## src/rtl/fifo_reg_path.sv

```systemverilog
// Registered half of an 8-deep synchronous FIFO. It holds the state register,
// the register file, the head/tail pointers, the occupancy count and the
// registered read data and status flags. The companion next-state logic
// decides which operation to attempt; this stage qualifies it and commits it.
module fifo_reg_path #(
  parameter int unsigned DATA_WIDTH = 32,
  parameter int unsigned DEPTH      = 8,
  parameter int unsigned ADDR_WIDTH = 3
) (
  input  logic                  clk,
  input  logic                  reset,
  input  logic                  wr_en,
  input  logic                  rd_en,
  input  logic [DATA_WIDTH-1:0] din,
  input  logic [2:0]            next_state,
  output logic [2:0]            state,
  output logic [3:0]            data_count,
  output logic [DATA_WIDTH-1:0] dout,
  output logic                  full,
  output logic                  empty,
  output logic                  wr_ack,
  output logic                  wr_err,
  output logic                  rd_ack,
  output logic                  rd_err
);

  localparam int unsigned CNT_WIDTH = 4;

  // State encodings shared with the next-state logic
  localparam logic [2:0] ST_IDLE     = 3'b000;
  localparam logic [2:0] ST_WRITE    = 3'b001;
  localparam logic [2:0] ST_READ     = 3'b010;
  localparam logic [2:0] ST_WR_ERROR = 3'b011;
  localparam logic [2:0] ST_RD_ERROR = 3'b100;

  logic [DATA_WIDTH-1:0] mem [DEPTH];
  logic [ADDR_WIDTH-1:0] head;
  logic [ADDR_WIDTH-1:0] tail;

  logic wfire;
  logic rfire;
  logic werr;
  logic rerr;
  logic wr_only;
  logic rd_only;

  // Qualify the requested operation; concurrent wr_en/rd_en blocks everything
  always_comb begin
    wr_only = wr_en & ~rd_en;
    rd_only = rd_en & ~wr_en;
    wfire   = (next_state == ST_WRITE) & wr_only &
              (data_count < CNT_WIDTH'(DEPTH));
    rfire   = (next_state == ST_READ) & rd_only &
              (data_count != CNT_WIDTH'(0));
    werr    = (next_state == ST_WR_ERROR) & wr_only;
    rerr    = (next_state == ST_RD_ERROR) & rd_only;
  end

  // Status decodes from the registered count only; head==tail is ambiguous
  always_comb begin
    full  = (data_count == CNT_WIDTH'(DEPTH));
    empty = (data_count == CNT_WIDTH'(0));
  end

  // State register, pointers, occupancy, read data and event flags
  always_ff @(posedge clk) begin
    if (reset) begin
      state      <= ST_IDLE;
      head       <= '0;
      tail       <= '0;
      data_count <= '0;
      dout       <= '0;
      wr_ack     <= 1'b0;
      wr_err     <= 1'b0;
      rd_ack     <= 1'b0;
      rd_err     <= 1'b0;
    end else begin
      state  <= next_state;
      wr_ack <= wfire;
      wr_err <= werr;
      rd_ack <= rfire;
      rd_err <= rerr;
      if (wfire) begin
        tail       <= tail + ADDR_WIDTH'(1);
        data_count <= data_count + CNT_WIDTH'(1);
      end else if (rfire) begin
        dout       <= mem[head];
        head       <= head + ADDR_WIDTH'(1);
        data_count <= data_count - CNT_WIDTH'(1);
      end
    end
  end

  // Register file; contents are don't-care after reset so it is not cleared
  always_ff @(posedge clk) begin
    if (!reset && wfire) begin
      mem[tail] <= din;
    end
  end

endmodule

```

## config.mk

```make
export PLATFORM = sky130hd
export DESIGN_NAME = fifo_reg_path
export DESIGN_NICKNAME = d
export VERILOG_FILES = /design/src/rtl/fifo_reg_path.sv
export SDC_FILE = /design/constraint.sdc
export NUM_CORES = 1
export LEC_CHECK = 0
export ABC_AREA = 1
export CAP_MARGIN = 25
export CORE_ASPECT_RATIO = 0.75
export CORE_UTILIZATION = 45
export CTS_CLUSTER_SIZE = 30
export DETAILED_ROUTE_END_ITERATION = 6
export PLACE_DENSITY = 0.74
export SLEW_MARGIN = 20
export SYNTH_ARGS = -nofsm -noshare
export SYNTH_HDL_FRONTEND = slang
export SYNTH_SLANG_ARGS = --single-unit
```

## constraint.sdc

```tcl
create_clock -name clk -period 4.2 [get_ports clk]
set_input_delay 1.05 -clock clk [delete_from_list [all_inputs] [get_ports clk]]
set_output_delay 1.05 -clock clk [all_outputs]
set_load 0.03 [all_outputs]
```

==> tab_implementation.tex <==
\begin{tabular}{lr}
\hline
Metric & Value \\
\hline
\multicolumn{2}{l}{\textbf{Cells and area}} \\
\quad Synthesis-to-finish area growth & 16.2\% \\
\quad Nets & 1380 \\
\quad Non-filler cells in the finished layout & 1709 \\
\quad Fraction of final layout cells sized beyond drive strength 1 & 0.0538 \\
\quad ANT cells & 0 \\
\multicolumn{2}{l}{\textbf{Floorplan}} \\
\quad Number of standard-cell rows in the floorplan & 52 \\
\quad DIE AREA & slightly below 30000 um\^{}2 \\
\quad Width of the die & 196 um \\
\quad Vertical die dimension & 147 um \\
\quad Io pins & 84 \\
\quad Floorplan Core Area & 27300 um\^{}2 \\
\quad Initial standard-cell utilization of the core & 0.464 \\
\multicolumn{2}{l}{\textbf{Min path}} \\
\quad Number of stages on the worst hold path & 4 \\
\quad Startpoint of the tightest hold check path & dout[28] \\
\quad Type of the most critical hold path & flip-flop to flip-flop \\
\quad End of the worst hold path & dout[28] \\
\multicolumn{2}{l}{\textbf{Clocking}} \\
\quad Post-cts sizing count & 0 \\
\quad Clk\_lat worst skew & around 0.55 ns \\
\quad CTS tree & done \\
\quad Longest Clk Path Bufs & 3 \\
\quad Max H-tree Level & 1 \\
\quad Number of clock buffers inserted by TritonCTS & 28 \\
\quad Buffers inserted by post-CTS timing repair & 0 \\
\quad Clk pin slew, worst setup/hold paths & 0.06 ns \\
\quad Clock sink count & a little over 300 \\
\quad Buffer type at the clock tree root & clkbuf\_16 \\
\quad Number of buffers inserted by hold repair at cts & 0 \\
\multicolumn{2}{l}{\textbf{Global routing}} \\
\quad Pin count of the biggest net entering global routing & 82 \\
\quad Remaining Overflow, GRT & 0 \\
\quad Overall routing resource usage & 0.187 \\
\quad First-pass GRT wire length & 42600 um \\
\quad Via count of the first global-routing pass & 8067 \\
\quad Antenna violations before repair & 0 \\
\multicolumn{2}{l}{\textbf{Power}} \\
\quad Leakage & 0.00617 uW \\
\quad Switching part of the total & 0.199 \\
\quad Share of power burned in combinational logic & 0.026 \\
\quad Power density of the placed cells & $\sim$400 nW/um\^{}2 \\
\quad Internal Pwr Total & 4730 uW \\
\quad Clock Power Share & 0.417 \\
\quad P\_sw & 1170 uW \\
\quad Total power consumption of the routed design & 5900 uW \\
\quad Relative contribution of sequential cells to total power & 0.557 \\
\quad Max VDD drop & 0.299 mV \\
\multicolumn{2}{l}{\textbf{Synth}} \\
\quad Predominant post-synthesis flop cell & edfxtp\_1 \\
\quad Total number of yosys warnings & 0 \\
\quad Synthesized area & 12700 um\^{}2 \\
\quad Gate count after technology mapping & 1268 \\
\quad Sequential cell area fraction in the yosys report & 0.683 \\
\quad Area share of the largest cell type after synthesis & 0.606 \\
\quad Syn\_nets & 1312 \\
\quad Number of flops mapped to enable cells by yosys & $\sim$260 \\
\quad Synth area leaders & edfxtp\_1 (61\%), nand2\_1 (15\%), dfxtp\_1 (7.7\%) \\
\quad Most frequent cell after synthesis & nand2\_1 \\
\quad Fraction of synthesis flops using an asynchronous set or reset pin & 0 \\
\quad Number of unique standard cell types used by synthesis & 23 \\
\quad Library cell occupying the most area in the post-synthesis netlist & edfxtp\_1 \\
\quad Number of synthesized register bits & 305 \\
\quad Post-synthesis average cell area & 10.0 um\^{}2 \\
\quad Most numerous cell types in the synthesized netlist & nand2\_1 (504), edfxtp\_1 (256), inv\_1 (176) \\
\multicolumn{2}{l}{\textbf{Timing}} \\
\quad Achievable Freq & 0.316 GHz \\
\quad Post-Route Skew & about 0.013 ns \\
\quad Shortest period the worst path allows & 3.16 ns \\
\quad Worst path setup slack after routing & 1.04 ns \\
\quad Worst-case headroom to the max-slew limit & 0.382 \\
\quad Period Utilization, post-route & 0.753 \\
\quad Setup violations, final & 0 \\
\quad Count of endpoints failing hold in the final timing report & 0 \\
\quad Count of pins over their slew limit & 0 \\
\quad Setup repair after global routing missed its margin & no \\
\quad Worst Tran Pin Value & between 0.9 and 1 ns \\
\quad Setup TNS & 0 ns \\
\multicolumn{2}{l}{\textbf{Critical path}} \\
\quad Critical setup path kind & input port to flip-flop \\
\quad Data required time at the worst endpoint & 4.44 ns \\
\quad Worst r2r path cells & 8 \\
\quad Sort of element at the end of the critical path & flip-flop \\
\quad Register-to-Register Setup Slack & 1.36 ns \\
\quad Critical Path Start Type & input port \\
\quad Reg-to-Reg Start & head[0] \\
\quad Arrival time at the worst endpoint & 3.41 ns \\
\quad FF-to-FF End & dout[27] \\
\quad Maximum net fanout on the critical path & 21 \\
\multicolumn{2}{l}{\textbf{Detailed routing}} \\
\quad Post-DRT Antenna Nets & 0 \\
\quad Drt first-iter violations & around 800 \\
\quad Total length of routed wires & 26700 um \\
\quad DRC errors left & 0 \\
\quad Routed len/inst & 15.6 um \\
\quad Via count & 8399 \\
\quad Number of optimization iterations in the first detailed-route pass & 6 \\
\quad Drt via density & 4.91 \\
\multicolumn{2}{l}{\textbf{Run}} \\
\quad Max-cap violation count & 0 \\
\multicolumn{2}{l}{\textbf{Placed design}} \\
\quad Post-detailed-placement half-perimeter wirelength & $\sim$15000 um \\
\quad Gpl congestion & 0.766 \\
\quad Number of placed instances with taps included & about 1700 \\
\quad Count of input and output buffers & between 80 and 90 \\
\quad Worst slack after detailed placement & 0.484 ns \\
\multicolumn{2}{l}{\textbf{Run status}} \\
\quad Status & finished clean \\
\hline
\end{tabular}
registers in the layout (all words and copies together) (netlist names):
register    count
rd_ack          1
state           3
tail            3
dout           32
data_count      4
wr_err          1
mem           256
rd_err          1
wr_ack          1
head            3
worst max-delay path by stage:
stage | end | from
global route | mem[4][21] | next_state[0]
CTS | mem[5][2] | next_state[0]
finish | mem[5][2] | next_state[0]
global placement | mem[5][4] | next_state[0]
floorplan | mem[1][0] | rd_en
detailed placement | mem[5][18] | next_state[0]
layout by cell type, fill, tap and decap left out, drive strengths merged:
cell / n
clkinv: 12
inv: 178
ha: 4
clkbuf: 37
fa: 1
nor3: 1
buf: 17
clkdlybuf4s50: 83
and3: 1
nor2: 30
nand2: 504
dfxtp: 49
nor4: 1
a21oi: 38
bufinv: 2
xor2: 3
nand3: 135
nand3b: 2
o21ai: 3
clkinvlp: 1
edfxtp: 256
power by group through the flow:
stage / clock network, uW / logic, uW / registers, uW
after global placement: 0 / 146 / 3350
after floorplan: 0 / 47.5 / 3360
after detailed placement: 0 / 152 / 3350
after CTS: 2500 / 153 / 3290
after global routing: 2610 / 167 / 3280
final: 2460 / 152 / 3290
logic make-up (layout without fill, tap and decap cells):
kind of cell / after synthesis / after routing / share of synthesized area
AND/OR/NAND/NOR: 674 / 674 / 0.214
AO/OA/AOI/OAI: 41 / 41 / 0.0162
adder cells (fa/ha/maj): 5 / 5 / 0.00552
flip-flops: 305 / 305 / 0.683
XOR/XNOR: 3 / 3 / 0.00207
buffers and inverters: 240 / 330 / 0.0784
worst max-delay path, cell delays in order:
cell,delay (ns)
clkdlybuf4s50_1,0.50
inv_1,0.07
nor2_1,0.15
nand3_1,0.43
nor2_2,0.24
nand2_1,0.26
nor2_4,0.45
buf_12,0.25
area by class of cell:
class / instances / area, um^2
flip-flops and latches: 305 / 8670
fillers: 2310 / 12600
multi-input cells: 723 / 3080
well taps: 351 / 439
inverters: 178 / 669
clock inverters: 15 / 128
repair buffers: 100 / 996
clock buffers: 37 / 756
layer usage:
layer / routed length (um) / track usage / vias up
met5: 0 / 0 / -
met4: 490 / 0.0465 / 0
met3: 1690 / 0.0265 / 38
met2: 12500 / 0.305 / 264
met1: 12100 / 0.267 / 3907
li1: - / - / 4190
metrics by stage:
step	area (um^2)	hold WS, ns	util
after detailed placement	13900	0.499	0.507
after global routing	14700	0.547	0.540
after global placement	13900	0.496	0.507
after floorplan	12700	0.475	-
final	14700	0.511	0.540
after CTS	14700	0.512	0.540
(Power assumes the default switching activity.)
==> RTL edit 1 (config.mk and constraints unchanged) <==
Register the output `data_count` once more; this adds one clock of latency there. The other outputs are not delayed to match.
--- a/src/rtl/fifo_reg_path.sv
+++ b/src/rtl/fifo_reg_path.sv
@@ -35,2 +35,4 @@
 
+  logic [3:0] data_count_s0;
+
   logic [DATA_WIDTH-1:0] mem [DEPTH];
@@ -51,5 +53,5 @@
     wfire   = (next_state == ST_WRITE) & wr_only &
-              (data_count < CNT_WIDTH'(DEPTH));
+              (data_count_s0 < CNT_WIDTH'(DEPTH));
     rfire   = (next_state == ST_READ) & rd_only &
-              (data_count != CNT_WIDTH'(0));
+              (data_count_s0 != CNT_WIDTH'(0));
     werr    = (next_state == ST_WR_ERROR) & wr_only;
@@ -60,4 +62,4 @@
   always_comb begin
-    full  = (data_count == CNT_WIDTH'(DEPTH));
-    empty = (data_count == CNT_WIDTH'(0));
+    full  = (data_count_s0 == CNT_WIDTH'(DEPTH));
+    empty = (data_count_s0 == CNT_WIDTH'(0));
   end
@@ -70,3 +72,3 @@
       tail       <= '0;
-      data_count <= '0;
+      data_count_s0 <= '0;
       dout       <= '0;
@@ -84,3 +86,3 @@
         tail       <= tail + ADDR_WIDTH'(1);
-        data_count <= data_count + CNT_WIDTH'(1);
+        data_count_s0 <= data_count_s0 + CNT_WIDTH'(1);
       end else if (rfire) begin
@@ -88,3 +90,3 @@
         head       <= head + ADDR_WIDTH'(1);
-        data_count <= data_count - CNT_WIDTH'(1);
+        data_count_s0 <= data_count_s0 - CNT_WIDTH'(1);
       end
@@ -100,2 +102,6 @@
 
+  always_ff @(posedge clk) begin
+    data_count <= data_count_s0;
+  end
+
 endmodule
Behaviour: not the same (Yosys sat finds a counterexample within 4 cycles, from zero or initial values and one cycle with reset high).
==> RTL edit 1 against the original RTL <==
- total power is 4.8% higher
- sequential cell count up 4
- worst setup slack improved by 0.14 ns
- die area up 0.62%
- synthesized cell count increased by 0.32%
- area after synthesis grew 0.63%
- wire length is 4.0% higher
- design area rose by 1.8%
- global-route usage rose by 0.68 points
- critical path type is now register to output port
==> RTL edit 1: results (changes against the original RTL) <==
fillers=2291 (-0.82%); Critical Path Source=data_count_s0[3]; Post-Syn Area per Cell=10.0 um2 (+0.31%); outcome=finished, final reports clean; WHS=0.376 ns (-0.135 ns); met2 Track Usage GR=32.2% (+1.7 points); Well-Tap Cells=378 (+7.7%); Num CTS Buffers=29 (+3.6%); first-pass GRT wire length=44000 um (+3.3%); fraction of area in multi-input gates=20.5% (-0.38 points); placed insts=1693 (+2.2%); P_int=5.00 mW (+5.7%); antenna violations before repair=1 (+1); Peak supply drop=0.000297 V (-0.87%); Pre-antenna DRT Iters=5 (-1); fraction of area in clock buffers and inverters=6.58% (+0.58 points); fin util=54.8% (+0.86 points); crit path capture=full; dpl cell area=14000 um2 (+1.2%); sequential cell area share=58.3% (-0.53 points); CP arrival=1.97 ns (-1.44 ns); DP Wirelength=16100 um (+5.8%); flop-to-flop setup slack=1.46 ns (+0.10 ns); GRT Util Overall=19.4% (+0.68 points); vias=8684 (+3.4%); layout cells sized above 1=5.85% (+0.48 points); GP Congestion=0.773 (+1.0%); Seq group=3.33 mW (+1%); Placement Setup Slack=0.696 ns (+0.212 ns); FF+latch count=309 (+1.3%); signal buffers share of area=6.97% (+0.21 points); Final Skew=0.0124 ns (-0.000447 ns); CP max FO=5 (-76%); RR Endpoint=dout[19]
[RTL edit 1: cells by family (layout without fill, tap and decap cells)]
family	count (synthesis)	count (layout)	synth area share (%)
AO/OA/AOI/OAI	41	41	1.61
other	0	1	0
adder cells (fa/ha/maj)	5	5	0.549
buffers and inverters	240	335	7.79
AND/OR/NAND/NOR	674	674	21.3
flip-flops	309	309	68.5
XOR/XNOR	3	3	0.206
[RTL edit 1: per-layer routing]
| metal | share of wire [%] | vias up |
|---|---|---|
| met5 | 0 | - |
| met4 | 2.4 | 0 |
| met3 | 6.9 | 49 |
| met2 | 47 | 340 |
| met1 | 43 | 4083 |
| li1 | - | 4212 |
[RTL edit 1: worst max-delay path, stage by stage, from the launching register on]
cell	delay [ns]
dfxtp_1	0.35
inv_1	0.11
nor4_1	0.25
clkdlybuf4s50_1	0.73
==> RTL edit 2 (same flow settings) <==
Made on the original files. Make the reset (`reset`) asynchronous in one clocked block.
--- a/src/rtl/fifo_reg_path.sv
+++ b/src/rtl/fifo_reg_path.sv
@@ -65,3 +65,3 @@
   // State register, pointers, occupancy, read data and event flags
-  always_ff @(posedge clk) begin
+  always_ff @(posedge clk or posedge reset) begin
     if (reset) begin
Behaviour: differs if reset is asserted again (counterexample within 4 cycles, from zero or initial values and one cycle with reset high); with reset held inactive, the same outputs for 4 cycles.
==> RTL edit 2 against the original RTL <==
- global-route usage increased by 0.24 points
- design area increased by 1.2%
- worst hold slack got worse by 0.036 ns
- critical path type is now register to output port
- first-iteration DRC count decreased by 18%
- register-to-register slack improved by 0.25 ns
- wire length decreased by 0.62%
- sequential cell count unchanged
- worst setup slack got worse by 0.076 ns
- largest cell class unchanged
- area after synthesis about the same
- non-clock buffer count increased by 1
Power is not compared: it rests on default switching activity, and its combinational part moved more than twofold at a synthesized area within 25%.
==> RTL edit 2: results (changes against the original RTL) <==
Seq/Total Area, Yosys=70.2% (+1.9 points); Least-Margin Pin Slew=0.981 ns (+0.0552 ns); fin util=54.6% (+0.63 points); fillers=2251 (-2.6%); clock latency at the later pin of the worst-skew pair=0.54 ns; H-tree Lvls=1 (unchanged); met3 wire len=1620 um (-4.2%); drt wl/cell=16.6 um (+6.2%); DP Wirelength=15000 um (-1.5%); largest net degree at the start of global routing=86 (+4.9%); hold bufs inserted after CTS=0 (unchanged); Pre-antenna DRT Iters=5 (-1); DRT iter0 DRCs=657 (-18%); Syn Nets=1194 (-9.0%); delay-heaviest family, CP=buffers and inverters; grt met1 use=27.2% (+0.50 points); Cell variety after synth=26 (+13%); post-synthesis xor/xnor area fraction=0.207% (about the same); CP arrival=2.19 ns (-1.22 ns); first-pass GRT wire length=43100 um (+1.2%); layout cells sized above 1=11.3% (+5.9 points); GP Congestion=0.750 (-2.0%); Synth Area in Compound Gates=0.0788% (-1.5 points); Nets=1271 (-7.9%); area share of fa/ha/maj cells after synthesis=0.552% (about the same); GR Layer Usage met3=2.76% (+0.11 points); GRT Util Overall=19.0% (+0.24 points); Num CTS Buffers=29 (+3.6%); leading post-synthesis cells by cell area=edfxtp_1, nand2_1, dfrtp_1; met2 Track Usage GR=30.8% (+0.36 points); Placement Setup Slack=0.722 ns (+0.237 ns); Final Skew=0.00694 ns (-0.00589 ns); Max Clock Freq=309 MHz (-2.3%); dpl cell area=13900 um2 (+0.20%); met1 WL=12300 um (+1.6%); vias=8107 (-3.5%); outcome=finished, final reports clean; crit-path max cell delay=0.73 ns (+0.23 ns); CP max FO=6 (-71%); post-synthesis async set-or-reset flop share=16.1% (+16 points); placed insts=1547 (-6.6%); Final Non-Filler Cells=1599 (-6.4%)
RTL edit 2: cell types whose count changed after synthesis, sizes merged, moves of 2 or more:
| cell | delta |
|---|---|
| nand2 | -155 |
| inv | -73 |
| or2 | +64 |
| nor2 | +63 |
| dfrtp | +49 |
| dfxtp | -49 |
| a21oi | -38 |
| nand3 | +29 |
| buf | -18 |
| clkbuf | +11 |
| nand3b | -2 |
RTL edit 2: layout make-up:
type	instances	share of cell area [%]
Clock buffer	30	4.89
Clock inverter	22	2.00
Multi-Input combinational cell	685	21.2
Sequential cell	305	59.8
Inverter	105	2.64
Timing Repair Buffer	101	6.56
Tap cell	351	2.94
RTL edit 2: final timing paths:
path,slack [ns],cells past startpoint,endpoint,startpoint
setup / recovery,0.96,4,empty,data_count[0]
hold / removal,0.47,2,dout[3],dout[3]
setup reg to reg,1.61,7,dout[15],head[0]
hold reg to reg,0.47,2,dout[3],dout[3]
max in group asynchronous,2.49,3,head[0],reset
min in group asynchronous,1.15,3,rd_err,reset
